$ cat config.mk
export PLATFORM = sky130hd
export DESIGN_NAME = seq_det_prog
export DESIGN_NICKNAME = d
export VERILOG_FILES = /design/src/rtl/seq_det_prog.sv
export SDC_FILE = /design/constraint.sdc
export NUM_CORES = 1
export LEC_CHECK = 0
export CAP_MARGIN = 10
export CELL_PAD_IN_SITES_DETAIL_PLACEMENT = 0
export CELL_PAD_IN_SITES_GLOBAL_PLACEMENT = 1
export CORE_ASPECT_RATIO = 0.7
export CORE_UTILIZATION = 40
export DETAILED_ROUTE_END_ITERATION = 8
export PLACE_DENSITY_LB_ADDON = 0.3
export SETUP_SLACK_MARGIN = 0.5
export SYNTH_ARGS = -nofsm -noshare
export SYNTH_HDL_FRONTEND = slang
export SYNTH_SLANG_ARGS = --single-unit
export TNS_END_PERCENT = 50
$ cat constraint.sdc
create_clock -name clock -period 5.9 [get_ports clock]
set_input_delay 0.59 -clock clock [delete_from_list [all_inputs] [get_ports clock]]
set_output_delay 0.59 -clock clock [all_outputs]
set_load 0.01 [all_outputs]
$ cat src/rtl/seq_det_prog.sv
// Programmable serial pattern detector with selectable overlap
// and a saturating match counter.
module seq_det_prog #(
  parameter int              PAT_W   = 3,
  parameter logic [PAT_W-1:0] PAT_RST = PAT_W'(3'b101),
  parameter int              CNT_W   = 8
) (
  input  logic             clock,
  input  logic             reset,
  input  logic             seq_in,
  input  logic             seq_valid,
  input  logic             pat_load,
  input  logic [PAT_W-1:0] pat_in,
  input  logic             overlap_en,
  input  logic             cnt_clr,
  output logic             det_o,
  output logic [CNT_W-1:0] match_cnt,
  output logic             cnt_sat
);

  localparam int FW = $clog2(PAT_W);
  localparam logic [FW-1:0] LAST = FW'(PAT_W - 1);

  typedef enum logic {FILL, ARMED} state_t;

  state_t           state, state_nx;
  logic [PAT_W-1:0] pattern;
  logic [PAT_W-1:0] hist, hist_nx, cand;
  logic [FW-1:0]    fill, fill_nx;
  logic             match;
  logic [CNT_W-1:0] cnt_nx;

  always_comb begin
    cand     = {hist[PAT_W-2:0], seq_in};
    match    = 1'b0;
    state_nx = state;
    hist_nx  = hist;
    fill_nx  = fill;
    if (pat_load) begin
      state_nx = FILL;
      hist_nx  = '0;
      fill_nx  = '0;
    end else if (seq_valid) begin
      hist_nx = cand;
      unique case (state)
        FILL: begin
          fill_nx = fill + 1'b1;
          if (fill_nx == LAST)
            state_nx = ARMED;
        end
        ARMED: begin
          if (cand == pattern) begin
            match = 1'b1;
            // non-overlap restarts the search from an empty history
            if (!overlap_en) begin
              fill_nx  = '0;
              hist_nx  = '0;
              state_nx = FILL;
            end
          end
        end
        default: state_nx = FILL;
      endcase
    end
  end

  always_comb begin
    cnt_nx = match_cnt;
    if (cnt_clr)
      cnt_nx = '0;
    else if (match && !(&match_cnt))
      cnt_nx = match_cnt + 1'b1;
  end

  always_ff @(posedge clock) begin
    if (reset) begin
      state     <= FILL;
      pattern   <= PAT_RST;
      hist      <= '0;
      fill      <= '0;
      det_o     <= 1'b0;
      match_cnt <= '0;
      cnt_sat   <= 1'b0;
    end else begin
      state     <= state_nx;
      hist      <= hist_nx;
      fill      <= fill_nx;
      det_o     <= match;
      match_cnt <= cnt_nx;
      cnt_sat   <= &cnt_nx;
      if (pat_load)
        pattern <= pat_in;
    end
  end

endmodule

==> metrics.txt, run 1 <==
# TYPE chip_impl_metric gauge
chip_impl_info{name="run_status",value="finished clean"} 1
chip_impl_metric{name="h-tree-depth",unit=""} 1
chip_impl_metric{name="power.density",unit="nW/um^2"} 176
chip_impl_info{name="critical_path.top_delay_family",value="simple AND/OR/NAND/NOR gates"} 1
chip_impl_metric{name="initial_core_util",unit="%"} 44.7
chip_impl_metric{name="groute.usage.overall",unit="%"} 17.6
chip_impl_metric{name="cts_inserted_buffers",unit=""} 3
chip_impl_metric{name="dp.final_hpwl",unit="mm"} 1.63
chip_impl_metric{name="cts.hold.buffers_added",unit=""} 0
chip_impl_metric{name="dieArea",unit="um^2"} 2750
chip_impl_metric{name="die_width",unit="um"} 62.3
chip_impl_metric{name="cts_resized",unit=""} 0
chip_impl_info{name="grt_most_used_layer",value="met1"} 1
chip_impl_metric{name="floorplan.rows",unit=""} 14
chip_impl_metric{name="layout_worst_path_cycle_share",unit="%"} 46.8
chip_impl_metric{name="maxCapViolations",unit=""} 0
chip_impl_metric{name="core_area",unit="um^2"} 2280
chip_impl_metric{name="global_route.usage.met2",unit="%"} 25.1
chip_impl_metric{name="routed_wire_length_per_instance",unit="um"} 13.1
chip_impl_metric{name="synth-edff-count",unit=""} 0
chip_impl_metric{name="ys_seq_elements",unit=""} 18
chip_impl_info{name="setup.worst_path.class",value="input pin to register"} 1
chip_impl_metric{name="post-place-ws",unit="ps"} 2830
chip_impl_metric{name="synth.cell_area",unit="um^2"} 1020
chip_impl_info{name="cell_type_of_the_slowest_stage_on_the_worst_timing_path",value="sky130_fd_sc_hd__or4_4"} 1
chip_impl_metric{name="p_leak",unit="nW"} 0.426
chip_impl_metric{name="critPathMaxFanout",unit=""} 13
chip_impl_info{name="buffer_type_at_the_clock_tree_root",value="sky130_fd_sc_hd__clkbuf_4"} 1
chip_impl_metric{name="antenna_cells_inserted",unit=""} 0
chip_impl_metric{name="setup_slack",unit="ps"} 3140
chip_impl_metric{name="drc",unit=""} 0
chip_impl_metric{name="syn_nets",unit=""} 126
chip_impl_info{name="timing.critical_path.cells",value="clkdlybuf4s50_1 -> nand3b_4 -> or4_4 -> nor4b_4 -> o2111ai_1 -> a2111oi_2"} 1
chip_impl_metric{name="skew",unit="ps"} 2.33
chip_impl_metric{name="async_reset_ff_share",unit="%"} 0
chip_impl_metric{name="routability_cong",unit=""} 0.883
chip_impl_metric{name="grt_util_met1",unit="%"} 25.2
chip_impl_metric{name="synthToLayoutAreaGrowth",unit="%"} 22.1
chip_impl_metric{name="design_power_total",unit="mW"} 0.218
chip_impl_metric{name="vias",unit=""} 860
chip_impl_metric{name="timing.final.crit_period",unit="ps"} 2760
chip_impl_metric{name="drt.antenna.violating_nets",unit=""} 0
chip_impl_info{name="worst_setup_path_start_kind",value="input pin"} 1
chip_impl_metric{name="layout-drive-gt1-share",unit="%"} 9.85
chip_impl_metric{name="slew_headroom",unit="%"} 62.2
chip_impl_metric{name="setup_total_negative_slack",unit="ps"} 0
chip_impl_metric{name="hold_violations",unit=""} 0
chip_impl_info{name="grt_setup_unrepaired",value="no"} 1
chip_impl_metric{name="worstSkewPairLatency",unit="ps"} 290
chip_impl_metric{name="num-nets-final",unit=""} 145
chip_impl_metric{name="ioPinCount",unit=""} 20
chip_impl_info{name="crit_path_end_kind",value="register"} 1
chip_impl_metric{name="first_pass_iters",unit=""} 4
chip_impl_info{name="cts_tree",value="built"} 1
chip_impl_metric{name="clock_sinks",unit=""} 18
chip_impl_metric{name="critPathRequiredTime",unit="ps"} 6090
chip_impl_metric{name="detailedRoute.firstIterationViolations",unit=""} 25
chip_impl_metric{name="worstMarginPinSlew",unit="ps"} 565
chip_impl_metric{name="slew_viol_final",unit=""} 0
chip_impl_metric{name="synth.lib_cells_used.distinct",unit=""} 37
chip_impl_metric{name="antenna_found_initial",unit=""} 0
chip_impl_metric{name="grt_use_met3",unit="%"} 5.41
chip_impl_metric{name="grt_pass1_vias",unit=""} 754
chip_impl_metric{name="worst_setup_hold_path_clk_slew",unit="ps"} 100
chip_impl_metric{name="postCtsSetupRepairBufs",unit=""} 0
chip_impl_metric{name="critical-path-max-stage-delay",unit="ps"} 640
chip_impl_metric{name="detail_route.vias_per_cell",unit=""} 5.24
chip_impl_info{name="min-delay-path-class",value="register to register"} 1
chip_impl_metric{name="globalRouteOverflowTotal",unit=""} 0
chip_impl_metric{name="warning_count_from_the_yosys_run",unit=""} 0
chip_impl_metric{name="synth_sequential_area_ratio",unit="%"} 35.4
chip_impl_metric{name="timing.fmax",unit="MHz"} 362
chip_impl_metric{name="synthesis.area_per_instance",unit="um^2"} 8.92
chip_impl_metric{name="timing.critical_path.arrival",unit="ps"} 2950
chip_impl_metric{name="port-buffer-count",unit=""} 19
chip_impl_metric{name="synthCells",unit=""} 114
chip_impl_metric{name="report.final.setup_viol",unit=""} 0
chip_impl_metric{name="grt_max_degree",unit=""} 14
chip_impl_metric{name="grt_pass1_wl",unit="mm"} 3.65
chip_impl_metric{name="worst-path-buf-inv",unit=""} 1
chip_impl_metric{name="timing.hold.ws",unit="ps"} 512
chip_impl_info{name="dominantRegCellSynth",value="sky130_fd_sc_hd__dfxtp_1"} 1
chip_impl_metric{name="wl",unit="mm"} 2.15
chip_impl_metric{name="die_y",unit="um"} 44.2
chip_impl_metric{name="vdd_ir_drop_max",unit="uV"} 128
chip_impl_metric{name="clock_tree.buffer_depth",unit=""} 2
-- worst paths after layout --
check | from | endpoint | slack, ps | cells after the start
max | pat_load | cnt_sat | 3140 | 6
min | pattern[0] | pattern[0] | 510 | 2
max reg2reg | match_cnt[0] | cnt_sat | 3670 | 6
min reg2reg | pattern[0] | pattern[0] | 510 | 2
-- synth_stat cells, types with 3 or more instances --
master / number / area [um^2]
sky130_fd_sc_hd__a21oi_1: 3 / 15.0
sky130_fd_sc_hd__a31oi_1: 4 / 25.0
sky130_fd_sc_hd__buf_6: 3 / 33.8
sky130_fd_sc_hd__dfxtp_1: 18 / 360
sky130_fd_sc_hd__inv_1: 7 / 26.3
sky130_fd_sc_hd__mux2i_1: 6 / 60.1
sky130_fd_sc_hd__nand2_1: 8 / 30.0
sky130_fd_sc_hd__nand3_1: 3 / 15.0
sky130_fd_sc_hd__nor2_1: 13 / 48.8
sky130_fd_sc_hd__nor3_1: 8 / 40.0
sky130_fd_sc_hd__o21ai_0: 4 / 20.0
sky130_fd_sc_hd__xnor2_1: 4 / 35.0
sky130_fd_sc_hd__xor2_1: 3 / 26.3
-- registers in the layout (all words and copies together), names as in the netlist --
signal / flops
match_cnt: 8
pattern: 3
fill: 2
hist: 2
cnt_sat: 1
det_o: 1
state: 1
-- power by group --
group / leakage (nW) / total (mW) / internal, mW / switching, mW
Clock: 0.0210 / 0.0751 / 0.0376 / 0.0375
Combinational: 0.259 / 0.0182 / 0.00977 / 0.00841
Sequential: 0.146 / 0.125 / 0.123 / 0.00151
-- routing by layer --
layer | vias to the layer above | share of wire, %
met4 | 0 | 0.88
li1 | 440 | -
met5 | - | 0
met3 | 2 | 6.4
met2 | 33 | 38
met1 | 385 | 54
-- cells in the final DEF (no fill, tap or decap), types with 4 or more instances in the layout --
cell type                         count
sky130_fd_sc_hd__clkdlybuf4s50_1     19
sky130_fd_sc_hd__dfxtp_1             18
sky130_fd_sc_hd__nor2_1              13
sky130_fd_sc_hd__nand2_1              8
sky130_fd_sc_hd__nor3_1               8
sky130_fd_sc_hd__inv_1                7
sky130_fd_sc_hd__mux2i_1              6
sky130_fd_sc_hd__a31oi_1              4
sky130_fd_sc_hd__xnor2_1              4
sky130_fd_sc_hd__o21ai_0              4
-- final cells by class --
type,instances,area [um^2]
Fill cell,210,1030
Multi-Input combinational cell,84,589
Sequential cell,18,360
Timing Repair Buffer,19,190
Tap cell,32,40.0
Clock buffer,4,36.3
Inverter,7,26.3
-- kinds of logic after synthesis --
logic type                 count (synthesis)  share of synthesized area, %
buffers and inverters                     12                          6.64
muxes                                      6                          5.90
and+or+nand+nor                           49                          29.2
xor gates and xnor gates                   7                          6.03
DFF                                       18                          35.4
AOI/OAI and AO/OA                         20                          14.4
adders and majority gates                  2                          2.46
-- worst reg2reg max path, cell delays in order (launching register included) --
cell and delay (ps):
sky130_fd_sc_hd__dfxtp_1 480, sky130_fd_sc_hd__ha_1 280, sky130_fd_sc_hd__nand4_1 140, sky130_fd_sc_hd__nor2_1 470, sky130_fd_sc_hd__o41a_1 220, sky130_fd_sc_hd__o2111ai_1 160, sky130_fd_sc_hd__a2111oi_2 380
-- metrics by stage --
step	instance area, um^2	util [%]	instances
after floorplan	1020	-	114
after global placement	1210	53.0	160
after detailed placement	1210	53.0	160
after CTS	1240	54.6	164
after global routing	1240	54.6	164
final	1240	54.6	164
Power figures use the tool's default switching activity.
==> inputs of run 2 (changes only) <==
--- a/config.mk
+++ b/config.mk
@@ -9,7 +9,7 @@
 export CELL_PAD_IN_SITES_DETAIL_PLACEMENT = 0
 export CELL_PAD_IN_SITES_GLOBAL_PLACEMENT = 1
 export CORE_ASPECT_RATIO = 0.7
-export CORE_UTILIZATION = 40
+export CORE_UTILIZATION = 34
 export DETAILED_ROUTE_END_ITERATION = 8
 export PLACE_DENSITY_LB_ADDON = 0.3
 export SETUP_SLACK_MARGIN = 0.5
==> constraint.sdc (replaced) <==
create_clock -name clock -period 2.4 [get_ports clock]
set_input_delay 0.24 -clock clock [delete_from_list [all_inputs] [get_ports clock]]
set_output_delay 0.24 -clock clock [all_outputs]
set_load 0.01 [all_outputs]
==> metrics.txt, run 2 (synthesis gave the netlist of run 1 again) <==
# TYPE chip_impl_metric gauge
chip_impl_info{name="run_status",value="finished clean"} 1
chip_impl_metric{name="power_switching_share",unit="%"} 22.3
chip_impl_metric{name="floorplan.rows",unit=""} 16
chip_impl_metric{name="setup_total_negative_slack",unit="ps"} 0
chip_impl_metric{name="utilization",unit="%"} 48.0
chip_impl_info{name="crit_path_end_kind",value="register"} 1
chip_impl_info{name="min-delay-path-class",value="input pin to register"} 1
chip_impl_metric{name="cellInternalPower",unit="mW"} 0.440
chip_impl_info{name="layout_common_cells",value="sky130_fd_sc_hd__clkdlybuf4s50_1 (16), sky130_fd_sc_hd__dfxtp_1 (15), sky130_fd_sc_hd__nor2_1 (10)"} 1
chip_impl_metric{name="ioPinCount",unit=""} 20
chip_impl_metric{name="final-seq-area",unit="um^2"} 364
chip_impl_metric{name="port-buffer-count",unit=""} 19
chip_impl_metric{name="critical-path-max-stage-delay",unit="ps"} 590
chip_impl_metric{name="sequentialPowerShare",unit="%"} 54.3
chip_impl_metric{name="grt_max_degree",unit=""} 10
chip_impl_metric{name="p_clk_share",unit="%"} 37.6
chip_impl_metric{name="combPwrFrac",unit="%"} 8.2
chip_impl_metric{name="antenna_cells_inserted",unit=""} 0
chip_impl_info{name="critical_path.top_delay_family",value="simple AND/OR/NAND/NOR gates"} 1
chip_impl_metric{name="routability_cong",unit=""} 0.870
chip_impl_metric{name="p_leak",unit="nW"} 0.473
chip_impl_metric{name="hold_violations",unit=""} 0
chip_impl_info{name="reg.largest.list",value="match_cnt: 8 flops, pattern: 3 flops"} 1
chip_impl_metric{name="skew",unit="ps"} 1.92
chip_impl_metric{name="clock_tree.buffer_depth",unit=""} 2
chip_impl_info{name="worst_setup_path_start_kind",value="register"} 1
chip_impl_metric{name="die_y",unit="um"} 47.8
chip_impl_info{name="cell_type_of_the_slowest_stage_on_the_worst_timing_path",value="sky130_fd_sc_hd__or4_4"} 1
chip_impl_metric{name="layout_worst_path_cycle_share",unit="%"} 79.4
chip_impl_metric{name="timing.final.crit_period",unit="ps"} 1910
chip_impl_metric{name="worst-path-buf-inv",unit=""} 1
chip_impl_metric{name="slew_viol_final",unit=""} 0
chip_impl_metric{name="num-fill-cells",unit=""} 255
chip_impl_metric{name="p_sw",unit="mW"} 0.126
chip_impl_metric{name="antenna_found_initial",unit=""} 0
chip_impl_metric{name="core_area",unit="um^2"} 2820
chip_impl_metric{name="largest_register_ffs",unit=""} 8
chip_impl_metric{name="timing.critical_path.arrival",unit="ps"} 2060
chip_impl_metric{name="worstMarginPinSlew",unit="ps"} 521
chip_impl_metric{name="layout-drive-gt1-share",unit="%"} 20.9
chip_impl_info{name="setup.worst_path.class",value="register to register"} 1
chip_impl_metric{name="design_power_total",unit="mW"} 0.567
chip_impl_info{name="buffer_type_at_the_clock_tree_root",value="sky130_fd_sc_hd__clkbuf_8"} 1
chip_impl_info{name="largest_register",value="match_cnt"} 1
chip_impl_metric{name="cts.hold.buffers_added",unit=""} 0
chip_impl_info{name="timing.critical_path.cells",value="xor2_1 -> or4_4 -> buf_6 -> nor3b_2 -> o21ai_1 -> a2111oi_2"} 1
chip_impl_metric{name="cts_inserted_buffers",unit=""} 3
chip_impl_metric{name="first_pass_iters",unit=""} 4
chip_impl_metric{name="dieArea",unit="um^2"} 3220
chip_impl_metric{name="drt.antenna.violating_nets",unit=""} 0
chip_impl_metric{name="timing.fmax",unit="MHz"} 525
chip_impl_metric{name="worstSkewPairLatency",unit="ps"} 250
chip_impl_info{name="grt_setup_unrepaired",value="yes"} 1
chip_impl_metric{name="die_width",unit="um"} 67.4
chip_impl_metric{name="groute.usage.overall",unit="%"} 15.3
chip_impl_metric{name="clock_sinks",unit=""} 18
chip_impl_metric{name="critPathMaxFanout",unit=""} 7
chip_impl_metric{name="drc",unit=""} 0
chip_impl_metric{name="dp.final_hpwl",unit="mm"} 1.64
chip_impl_metric{name="detail_route.vias_per_cell",unit=""} 5.09
chip_impl_metric{name="slew_headroom",unit="%"} 65.0
chip_impl_metric{name="maxCapViolations",unit=""} 0
chip_impl_metric{name="power.density",unit="nW/um^2"} 418
chip_impl_metric{name="wl",unit="mm"} 2.31
chip_impl_metric{name="vdd_ir_drop_max",unit="uV"} 249
chip_impl_metric{name="num-nets-final",unit=""} 153
chip_impl_metric{name="vias",unit=""} 890
chip_impl_metric{name="grt_pass1_vias",unit=""} 717
chip_impl_info{name="mostFrequentLayoutCell",value="sky130_fd_sc_hd__clkdlybuf4s50_1"} 1
chip_impl_metric{name="critPathRequiredTime",unit="ps"} 2550
chip_impl_info{name="cts_tree",value="built"} 1
chip_impl_metric{name="worst_setup_hold_path_clk_slew",unit="ps"} 70
chip_impl_metric{name="multi_input_area",unit="um^2"} 628
chip_impl_metric{name="globalRouteOverflowTotal",unit=""} 0
chip_impl_metric{name="grt_pass1_wl",unit="mm"} 3.51
chip_impl_metric{name="routed_wire_length_per_instance",unit="um"} 13.2
chip_impl_metric{name="h-tree-depth",unit=""} 1
chip_impl_metric{name="initial_core_util",unit="%"} 36.0
chip_impl_metric{name="detailedRoute.firstIterationViolations",unit=""} 43
chip_impl_metric{name="report.final.setup_viol",unit=""} 0
chip_impl_metric{name="synthToLayoutAreaGrowth",unit="%"} 33.2
## run 2: cell types whose count changed in the layout (fill, tap and decap cells not counted), sizes merged
cell / before / now
clkdlybuf4s50: 19 / 16
dlygate4sd2: 0 / 3
buf: 0 / 8
clkbuf: 4 / 3
## run 2: what timing repair did
action,CTS,global route
resized for setup,8,7
endpoints found under the setup margin,4,4
buffers inserted,3,0
cloned,0,0
pin swaps,5,3
## run 2: routing by layer
metal | vias to the layer above | routed length, um | GRT usage [%]
met2 | 24 | 934 | 18.4
met5 | - | 0 | 0
li1 | 457 | - | -
met4 | 0 | 13 | 4.26
met1 | 406 | 1230 | 24.4
met3 | 3 | 128 | 5.00
## run 2: final cells by class
cell class / count / area share, %
clock buffers: 3 / 3.05
multi-input cells: 84 / 46.4
repair buffers: 27 / 18.5
flip-flops and latches: 18 / 26.9
inverters: 7 / 1.94
well taps: 36 / 3.32
## run 2: worst paths after layout
| path | slack, ps | end | depth (start not counted) | from |
|---|---|---|---|---|
| hold / removal | 460 | hist[0] | 3 | seq_in |
| hold reg to reg | 520 | pattern[2] | 2 | pattern[2] |
| setup / recovery | 490 | cnt_sat | 6 | hist[0] |
| setup reg to reg | 490 | cnt_sat | 6 | hist[0] |
## run 2: power by group through the flow
stage / sequential (mW) / combinational (mW) / clock [mW]
after floorplan: 0.313 / 0.0266 / 0
after global placement: 0.314 / 0.0467 / 0
after detailed placement: 0.314 / 0.0475 / 0
after CTS: 0.308 / 0.0467 / 0.218
after global routing: 0.308 / 0.0513 / 0.231
final: 0.308 / 0.0464 / 0.213
## run 2: worst register-to-register path, cell delays in order (launching register included)
cell and delay (ps):
sky130_fd_sc_hd__dfxtp_2 330, sky130_fd_sc_hd__xor2_1 160, sky130_fd_sc_hd__or4_4 590, sky130_fd_sc_hd__buf_6 170, sky130_fd_sc_hd__nor3b_2 160, sky130_fd_sc_hd__o21ai_1 90, sky130_fd_sc_hd__a2111oi_2 300
## run 2: through the flow
stage	cells	worst slack [ps]	hold slack (ps)	instance area [um^2]
2_1_floorplan	114	536	368	1030
3_3_place_gp	169	79.3	498	1260
3_5_place_dp	169	24.3	499	1260
4_1_cts	175	454	464	1330
5_1_grt	175	414	520	1360
6_report	175	494	456	1360
